===== src/rtl/delay_slot_arbiter_pkg.sv =====
// Shared definitions for the delay slot arbiter: FSM state encoding and
// default parameter values.
package delay_slot_arbiter_pkg;

  localparam int DEF_N_REQ = 4;
  localparam int DEF_CNT_W = 3;

  // One-bit state encoding: idle waiting for a request, or counting for an owner.
  typedef enum logic {
    ST_IDLE = 1'b0,
    ST_RUN  = 1'b1
  } arb_state_t;

endpackage


===== src/rtl/delay_slot_arbiter_counter.sv =====
// Loadable down counter shared by all requesters. Load wins over enable and
// the count sticks at zero instead of wrapping.
module counter_down_en #(
  parameter int CNT_W = 3
) (
  input  logic             clk,
  input  logic             reset_ah_in,
  input  logic             load_in,
  input  logic             en_in,
  input  logic [CNT_W-1:0] d_in,
  output logic [CNT_W-1:0] count_out
);

  logic [CNT_W-1:0] count_reg;

  // Counter register: reset, load, or gated decrement.
  always_ff @(posedge clk) begin
    if (reset_ah_in) begin
      count_reg <= '0;
    end else if (load_in) begin
      count_reg <= d_in;
    end else if (en_in && (count_reg != '0)) begin
      count_reg <= count_reg - 1'b1;
    end
  end

  assign count_out = count_reg;

endmodule


===== src/rtl/delay_slot_arbiter.sv =====
// Round-robin arbiter that hands one shared down counter to N_REQ
// requesters, counts the winner's delay to zero and pulses its done line.
module delay_slot_arbiter
  import delay_slot_arbiter_pkg::*;
#(
  parameter int N_REQ = DEF_N_REQ,
  parameter int CNT_W = DEF_CNT_W
) (
  input  logic                   clk,
  input  logic                   reset_ah_in,
  input  logic [N_REQ-1:0]       req_in,
  input  logic [N_REQ*CNT_W-1:0] delay_in,
  output logic [N_REQ-1:0]       grant_out,
  output logic                   busy_out,
  output logic [CNT_W-1:0]       count_out,
  output logic [N_REQ-1:0]       done_out
);

  localparam int PTR_W = (N_REQ > 1) ? $clog2(N_REQ) : 1;
  localparam logic [N_REQ-1:0] ONE_HOT0 = N_REQ'(1);
  localparam logic [PTR_W-1:0] LAST_IDX = PTR_W'(N_REQ - 1);

  arb_state_t       state_reg, state_next;
  logic [PTR_W-1:0] ptr_reg, ptr_next;
  logic [PTR_W-1:0] owner_reg, owner_next;
  logic [N_REQ-1:0] grant_reg, grant_next;
  logic [N_REQ-1:0] done_reg, done_next;

  logic [PTR_W-1:0] winner;
  logic [PTR_W-1:0] ptr_after;
  logic             owner_req;
  logic             count_zero;
  logic             cnt_load;
  logic             cnt_en;
  logic [CNT_W-1:0] cnt_value;

  // Pick the first requesting index at or after the pointer, wrapping around.
  always_comb begin
    logic             found;
    logic [PTR_W-1:0] cand;
    found  = 1'b0;
    winner = ptr_reg;
    for (int k = 0; k < N_REQ; k++) begin
      cand = PTR_W'((int'(ptr_reg) + k) % N_REQ);
      if (!found && req_in[cand]) begin
        found  = 1'b1;
        winner = cand;
      end
    end
  end

  assign owner_req  = req_in[owner_reg];
  assign count_zero = (cnt_value == '0);
  assign ptr_after  = (owner_reg == LAST_IDX) ? '0 : owner_reg + 1'b1;

  // State register.
  always_ff @(posedge clk) begin
    if (reset_ah_in) begin
      state_reg <= ST_IDLE;
    end else begin
      state_reg <= state_next;
    end
  end

  // Next-state: start on any request, leave RUN on abandon or reaching zero.
  always_comb begin
    state_next = state_reg;
    case (state_reg)
      ST_IDLE: if (|req_in) state_next = ST_RUN;
      ST_RUN:  if (!owner_req || count_zero) state_next = ST_IDLE;
    endcase
  end

  // Output/datapath control: counter load/enable, next grant, done and pointer.
  always_comb begin
    cnt_load   = 1'b0;
    cnt_en     = 1'b0;
    grant_next = '0;
    done_next  = '0;
    ptr_next   = ptr_reg;
    owner_next = owner_reg;
    case (state_reg)
      ST_IDLE: begin
        if (|req_in) begin
          cnt_load   = 1'b1;
          owner_next = winner;
          grant_next = ONE_HOT0 << winner;
        end
      end
      ST_RUN: begin
        if (!owner_req) begin
          // Abandon outranks reaching zero: no done pulse.
          ptr_next = ptr_after;
        end else if (count_zero) begin
          done_next = ONE_HOT0 << owner_reg;
          ptr_next  = ptr_after;
        end else begin
          cnt_en     = 1'b1;
          grant_next = grant_reg;
        end
      end
    endcase
  end

  // Registered grant/done outputs, round-robin pointer and current owner.
  always_ff @(posedge clk) begin
    if (reset_ah_in) begin
      ptr_reg   <= '0;
      owner_reg <= '0;
      grant_reg <= '0;
      done_reg  <= '0;
    end else begin
      ptr_reg   <= ptr_next;
      owner_reg <= owner_next;
      grant_reg <= grant_next;
      done_reg  <= done_next;
    end
  end

  counter_down_en #(
    .CNT_W(CNT_W)
  ) u_counter (
    .clk        (clk),
    .reset_ah_in(reset_ah_in),
    .load_in    (cnt_load),
    .en_in      (cnt_en),
    .d_in       (delay_in[winner*CNT_W +: CNT_W]),
    .count_out  (cnt_value)
  );

  assign grant_out = grant_reg;
  assign busy_out  = |grant_reg;
  assign count_out = cnt_value;
  assign done_out  = done_reg;

endmodule


===== config.mk =====
export PLATFORM = sky130hd
export DESIGN_NAME = delay_slot_arbiter
export DESIGN_NICKNAME = d
export VERILOG_FILES = /design/src/rtl/delay_slot_arbiter_pkg.sv /design/src/rtl/delay_slot_arbiter_counter.sv /design/src/rtl/delay_slot_arbiter.sv
export SDC_FILE = /design/constraint.sdc
export NUM_CORES = 1
export LEC_CHECK = 0
export CAP_MARGIN = 15
export CORE_MARGIN = 4
export CORE_UTILIZATION = 35
export DETAILED_ROUTE_END_ITERATION = 16
export GPL_ROUTABILITY_DRIVEN = 0
export GPL_TIMING_DRIVEN = 1
export PLACE_DENSITY = 0.63
export SLEW_MARGIN = 25
export SYNTH_ARGS = -nofsm -noshare
export SYNTH_HDL_FRONTEND = slang
export SYNTH_SLANG_ARGS = --single-unit

===== constraint.sdc =====
create_clock -name clk -period 2.1 [get_ports clk]
set_input_delay 0.525 -clock clk [delete_from_list [all_inputs] [get_ports clk]]
set_output_delay 0.525 -clock clk [all_outputs]
set_load 0.02 [all_outputs]

After elaboration in Yosys (flattened, before gate mapping)
Cells that the tools add are included.
{"block": "op_classes", "addsub": 5, "n_reduce_logical": 17, "n_mul": 1, "mux": 32, "n_lt_le_gt_ge": 5, "eq_ne": 3, "shift": 3, "bitwise": 3}
{"cell": "$lt 2x3->1 const B", "count": 5}
{"cell": "$mux 1", "count": 14}
{"cell": "$mux 2", "count": 6}
{"cell": "$mux 4", "count": 3}
{"cell": "$reduce_or 4->1", "count": 3}
{"cell": "$shiftx 12x5->3", "count": 1}
{"cell": "$bmux 1 s2", "count": 5}
{"cell": "$pmux 4 s2", "count": 1}
{"cell": "$shl 1x2->4 const A", "count": 2}
{"cell": "$mux 3", "count": 2}
{"cell": "$add 2x1->2 const B", "count": 2}
{"cell": "$add 2x2->2 const B", "count": 2}
{"cell": "$logic_and 1x1->1", "count": 4}
{"cell": "$logic_not 1->1", "count": 4}
{"cell": "$mul 2x2->4 const B", "count": 1}
{"cell": "$reduce_and 2->1", "count": 2}
{"cell": "$logic_not 3->1", "count": 1}
{"cell": "$ne 3x2->1 const B", "count": 1}
{"cell": "$not 1->1", "count": 3}
{"cell": "$reduce_bool 3->1", "count": 1}
{"cell": "$sub 3x1->3 const B", "count": 1}
{"cell": "$eq 2x2->1 const B", "count": 1}
{"cell": "$ne 2x1->1 const B", "count": 1}
{"cell": "$pmux 1 s2", "count": 1}
{"cell": "other kinds (2)", "count": 2}
{"block": "totals", "register_bits": 16, "in_bits": 18, "output_inout_bits": 12, "elab_cells": 75}

Longest topological paths before layout
Gate-level depths: netlist (run 1).
{"block": "depth", "word_depth": 15, "mapped_depth": 8, "mapped_depth_nobuf": 7}

By module
A second synthesis (run 1) with hierarchy kept.
{"block": "unflattened", "hier_cells": 99, "hier_area_um2": 899.6}
{"module": "delay_slot_arbiter", "area_each_um2": 716.9, "cells_each": 78, "seq_area_each_um2": 260.2, "instances": 1}
{"module": "counter_down_en", "area_each_um2": 182.7, "cells_each": 21, "seq_area_each_um2": 60.1, "instances": 1}

Worst setup path after synthesis (run 1)
Ideal clock, no wire load.
{"block": "synth_path", "path_kind": "input port to flip-flop", "start": "input port req_in[3]", "end": "register u_counter.count_reg[1] (netlist: u_counter.count_out[1])", "path_slack_ns": 0.208, "cell_stages": 5, "required_time_ns": 2.014, "t_arrival_ns": 1.806, "path_buffers": 1, "path_cell_list": "mux4_2 -> and3_4 -> buf_6 -> a221o_1 -> a221oi_2"}
{"block": "synth_via", "elab_chain_len": 15, "elab_cells_between_ends": 32, "classes_between": "mul: 1; shift: 1; mux: 21; reduce/logical: 9"}
{"item": "from (decl)", "line_no": "delay_slot_arbiter.sv:11", "text": "input logic [N_REQ-1:0] req_in,"}
{"item": "$bmux 1 s2", "line_no": "delay_slot_arbiter.sv:45", "text": "if (!found && req_in[cand]) begin"}
{"item": "$mux 1 (not written as such)", "line_no": "delay_slot_arbiter.sv:45"}
{"item": "$mux 1", "line_no": "delay_slot_arbiter.sv:45"}
{"item": "$logic_not 1->1", "line_no": "delay_slot_arbiter.sv:45"}
{"item": "$logic_and 1x1->1", "line_no": "delay_slot_arbiter.sv:45"}
{"item": "$mux 1", "line_no": "delay_slot_arbiter.sv:45"}
{"item": "$logic_not 1->1", "line_no": "delay_slot_arbiter.sv:45"}
{"item": "$logic_and 1x1->1", "line_no": "delay_slot_arbiter.sv:45"}
{"item": "$mux 1", "line_no": "delay_slot_arbiter.sv:45"}
{"item": "$logic_not 1->1", "line_no": "delay_slot_arbiter.sv:45"}
{"item": "$logic_and 1x1->1", "line_no": "delay_slot_arbiter.sv:45"}
{"item": "$mux 2", "line_no": "delay_slot_arbiter.sv:45"}
{"item": "$mul 2x2->4", "line_no": "delay_slot_arbiter.sv:127", "text": ".d_in (delay_in[winner*CNT_W +: CNT_W]),"}
{"item": "$shiftx 12x5->3", "line_no": "delay_slot_arbiter.sv:127"}
{"item": "$mux 3", "line_no": "delay_slot_arbiter_counter.sv:20", "text": "end else if (load_in) begin"}
{"item": "to (signal assigned)", "line_no": "delay_slot_arbiter_counter.sv:21", "text": "count_reg <= d_in;"}
{"item": "to (signal assigned)", "line_no": "delay_slot_arbiter_counter.sv:23", "text": "count_reg <= count_reg - 1'b1;"}
{"item": "to (decl)", "line_no": "delay_slot_arbiter_counter.sv:14", "text": "logic [CNT_W-1:0] count_reg;"}
Several ways; a longest one is shown, not always the timed one. The select of a mux whose other input is x is not followed.
A chain may end at the register's enable or synchronous reset.

Worst setup path in the final report (run 1)
{"block": "layout_path", "start": "register grant_reg[0] (netlist: grant_out[0])", "end": "output port busy_out"}
{"block": "layout_via", "elab_chain_len": 1}
{"item": "from (decl)", "line_no": "delay_slot_arbiter.sv:26", "text": "logic [N_REQ-1:0] grant_reg, grant_next;"}
{"item": "from (signal assigned)", "line_no": "delay_slot_arbiter.sv:115", "text": "grant_reg <= grant_next;"}
{"item": "$reduce_or 4->1", "line_no": "delay_slot_arbiter.sv:132", "text": "assign busy_out = |grant_reg;"}
{"item": "to (decl)", "line_no": "delay_slot_arbiter.sv:14", "text": "output logic busy_out,"}
Every way passes these cells.

==> reports/summary.md, run 1 <==
H-tree depth: 1. Dividing the final minimum period by the clock period gives 95.3%. In this run the power density over the cells is 648 mW/mm². The worst hold slack after final layout is 0.475 ns, and the final net count is 171.

The count of nets left with antenna violations once routing finished came out at 0. The path category of the worst min-delay check is reg -> reg. The clock arrives with 0.0134 ns of skew.

The actual transition at the worst max-transition pin came out at 0.379 ns. The flow ran to the end, and the final reports show no timing, DRC or antenna violations. Synthesis instantiated 41 different standard cells from the library. For this run, design rule violations remaining after detail routing come to 0. The detailed router's first-iteration violation count was 25; the number of max-cap violations was 0.

The number of buffers created by CTS was 3. The die footprint is 0.00345 mm². The via count of the routed design is 924. The chip height was 58.7 µm; the multi-input combinational cell area was 576 µm².

The worst setup path is launched from a register. The analysis attributes to cell leakage a power of 0.629 nW. The run gives 320 µm² as the flip-flop and latch area. The clock net in this run drives a total of 16 sinks. STA classifies the critical path endpoint as an output pin. The layout has 237 filler cells. Dividing the detail-routed via count by the number of cells gives 5.16. From left edge to right edge, the die measures 58.7 µm. Summing the sequential cell areas from Yosys gives 35.6% of the chip area. Once the floorplan was initialized, standard cells occupied 36.6% of the core. The number of antenna cells inserted was 0. The buffer and inverter count on the worst path works out to 1. The shortest clock period the worst path allows after layout works out to 2.00 ns. The critical path's top delay family is simple AND/OR/NAND/NOR gates. The first TritonRoute pass finished after 4 iterations. Yosys printed 0 warnings. The run gives 0 as the number of antenna violations at the first check in global routing. The number of hold violations in the final report was 0; the maximum number of pins on one net before global-route repair was 11. The overall power came out at 0.000912 W. The region available for standard cell placement spans 0.00245 mm². The total overflow left after global routing is 0. The minimum setup slack among reg-to-reg paths came out at 0.36 ns.

The cell count after synthesis came out at 101. The number of nets handed over by synthesis was 122. Based on the critical path, the design can be clocked at up to 500 MHz. Of all nets on the critical path, the largest fanout is 3. Summing all non-filler instances in the final layout gives an area of 0.00141 mm². The number of enable flip-flop cells after synthesis was 0.

Clock latency at the later pin of the worst-skew pair: 0.29 ns. The setup path with the least slack is of type reg -> out. The top flip-flop cell by instance count after synthesis was dfxtp_1.

The average cell area after synthesis was 8.91 µm²; the average wire length per cell after detail routing was 13.5 µm. Input and output buffers added on the ports amount to 29. Summing all placed instances gives a cell area of 0.00133 mm².

The register bit count reported by yosys was 16. The critical path goes through or4_1, dlygate4sd2_1. For the first-pass GRT wire length, the log shows 4.11 mm. The clock passes through at most 2 buffers. The worst-case IR drop observed on VDD is 0.000397 V. The async set-or-reset flop fraction in the synthesized netlist works out to 0%.

Clock tree synthesis selected as its root buffer the cell clkbuf_4. The number of top-level pins was 30; the row count was 18. Worst path required time: 1.57 ns. The worst endpoint data arrival time came out at 1.48 ns. TritonCTS built the clock tree.

The number of hold buffers added after cts came out at 0. Global routing used 15.7% of the available tracks across all layers. The wire-length estimate of the detail-placed layout is 1.88 mm. Compared with the post-synthesis result, the final layout area differs by 56.5%. Among all stages on the critical path, the largest delay is contributed by or4_1. After clock tree synthesis, the clock-pin slew on the worst setup and hold paths is 0.11 ns.

Post-synthesis instance area: 900 µm². Setup repair after global routing left no endpoint under its margin. The count of endpoints failing setup in the final report is 0. The run gives 74.5% as the remaining max-slew budget at the tightest pin.

The run gives 913 as the via count of the first global-routing pass. The final layout contains routed wiring with a total length of 2.41 mm. The final number of max-transition violations came out at 0. On the worst path, the slowest cell contributes a delay of 0.49 ns. The post-route netlist has 22.8% of its cells at a drive strength greater than 1.
worst paths after layout:
path                                   start                      to  cells past startpoint
worst max-delay path            grant_out[0]                busy_out                      2
worst min-delay path            grant_out[3]            grant_out[3]                      2
worst max register to register  owner_reg[0]  u_counter.count_out[1]                      4
worst min register to register  grant_out[3]            grant_out[3]                      2
metal layers:
layer	wire length, µm	GRT usage, %
met5	0	0
met4	14	5.83
met3	153	3.73
met2	1240	27.9
met1	1000	18.3
final cells by class:
type	instances	share of cell area (%)
inverter	3	0.800
clock buffer	4	2.58
sequential	16	22.8
timing repair buffer	46	30.3
tap	30	2.67
multi-input combinational	80	40.9
synthesized netlist by cell type, types with 2 or more instances:
cell type   n  area (µm²)
a21oi_1     6        30.0
dfxtp_1    16         320
ha_1        3        37.5
inv_1       3        11.3
mux2i_1     8        80.1
nand2_1     9        33.8
nand2b_1    2        12.5
nand3_1     2        10.0
nand4_1     2        12.5
nor2_1     12        45.0
nor2b_1     4        25.0
nor3_1      3        15.0
o21bai_1    2        15.0
or4_1       2        15.0
per-stage QoR:
step | util, % | TNS [ns] | cells | setup slack [ns]
floorplan | - | 0 | 101 | 0.208
global placement | 54.3 | -2.12 | 174 | -0.240
detailed placement | 54.3 | -2.55 | 174 | -0.309
CTS | 55.9 | 0 | 178 | 0.0230
global route | 57.3 | 0 | 179 | 0.0308
finish | 57.3 | 0 | 179 | 0.0983
worst register-to-register path, delay by kind of cell, from the launching register on:
kind | cells | cell delay (ns)
simple gates | 1 | 0.22
flops | 1 | 0.37
mux | 1 | 0.53
compound gates | 2 | 0.53
kinds of logic after synthesis:
kind of cell	after synthesis	synth area share, %
DFF	16	35.6
and+or+nand+nor	48	29.2
adders and majority gates	3	4.17
buffers and inverters	5	2.92
AOI/OAI and AO/OA	20	16.7
muxes	9	11.4
where the power goes:
group / leakage [nW] / internal (W) / switching (W)
clock network: 0.0210 / 0.000106 / 0.000107
logic: 0.477 / 0.000184 / 0.000159
registers: 0.131 / 0.000330 / 0.0000259
repair_timing:
item                                   in CTS  in global routing
setup buffers                               0                  1
resized for setup                           2                  9
pin swaps                                   0                  1
endpoints found under the hold margin       0                  0
setup endpoints to repair                   2                  8
cell usage in the layout (no fill, tap or decap), drive strengths merged, types with 2 or more instances in the layout:
cell type and count:
nand2b 2, nor2 12, nand4 2, nand2 10, inv 3, mux2i 8
clkdlybuf4s50 24, dfxtp 16, buf 17, nor2b 4, a21oi 6, dlymetal6s2s 4
and3 2, o21bai 2, clkbuf 4, and3b 2, nand3 2, and2 2
o21ai 2, nor3 3, ha 3, or4 2
No activity file was read; power rests on OpenSTA's default activity.
==> inputs of run 2 (changes only) <==
--- a/config.mk
+++ b/config.mk
@@ -5,7 +5,7 @@
 export SDC_FILE = /design/constraint.sdc
 export NUM_CORES = 1
 export LEC_CHECK = 0
-export CAP_MARGIN = 15
+export CAP_MARGIN = 20
 export CORE_MARGIN = 4
 export CORE_UTILIZATION = 35
 export DETAILED_ROUTE_END_ITERATION = 16
==> results of run 2 <==
Same layout as run 1: the final DEF is identical, and so are final timing and power.
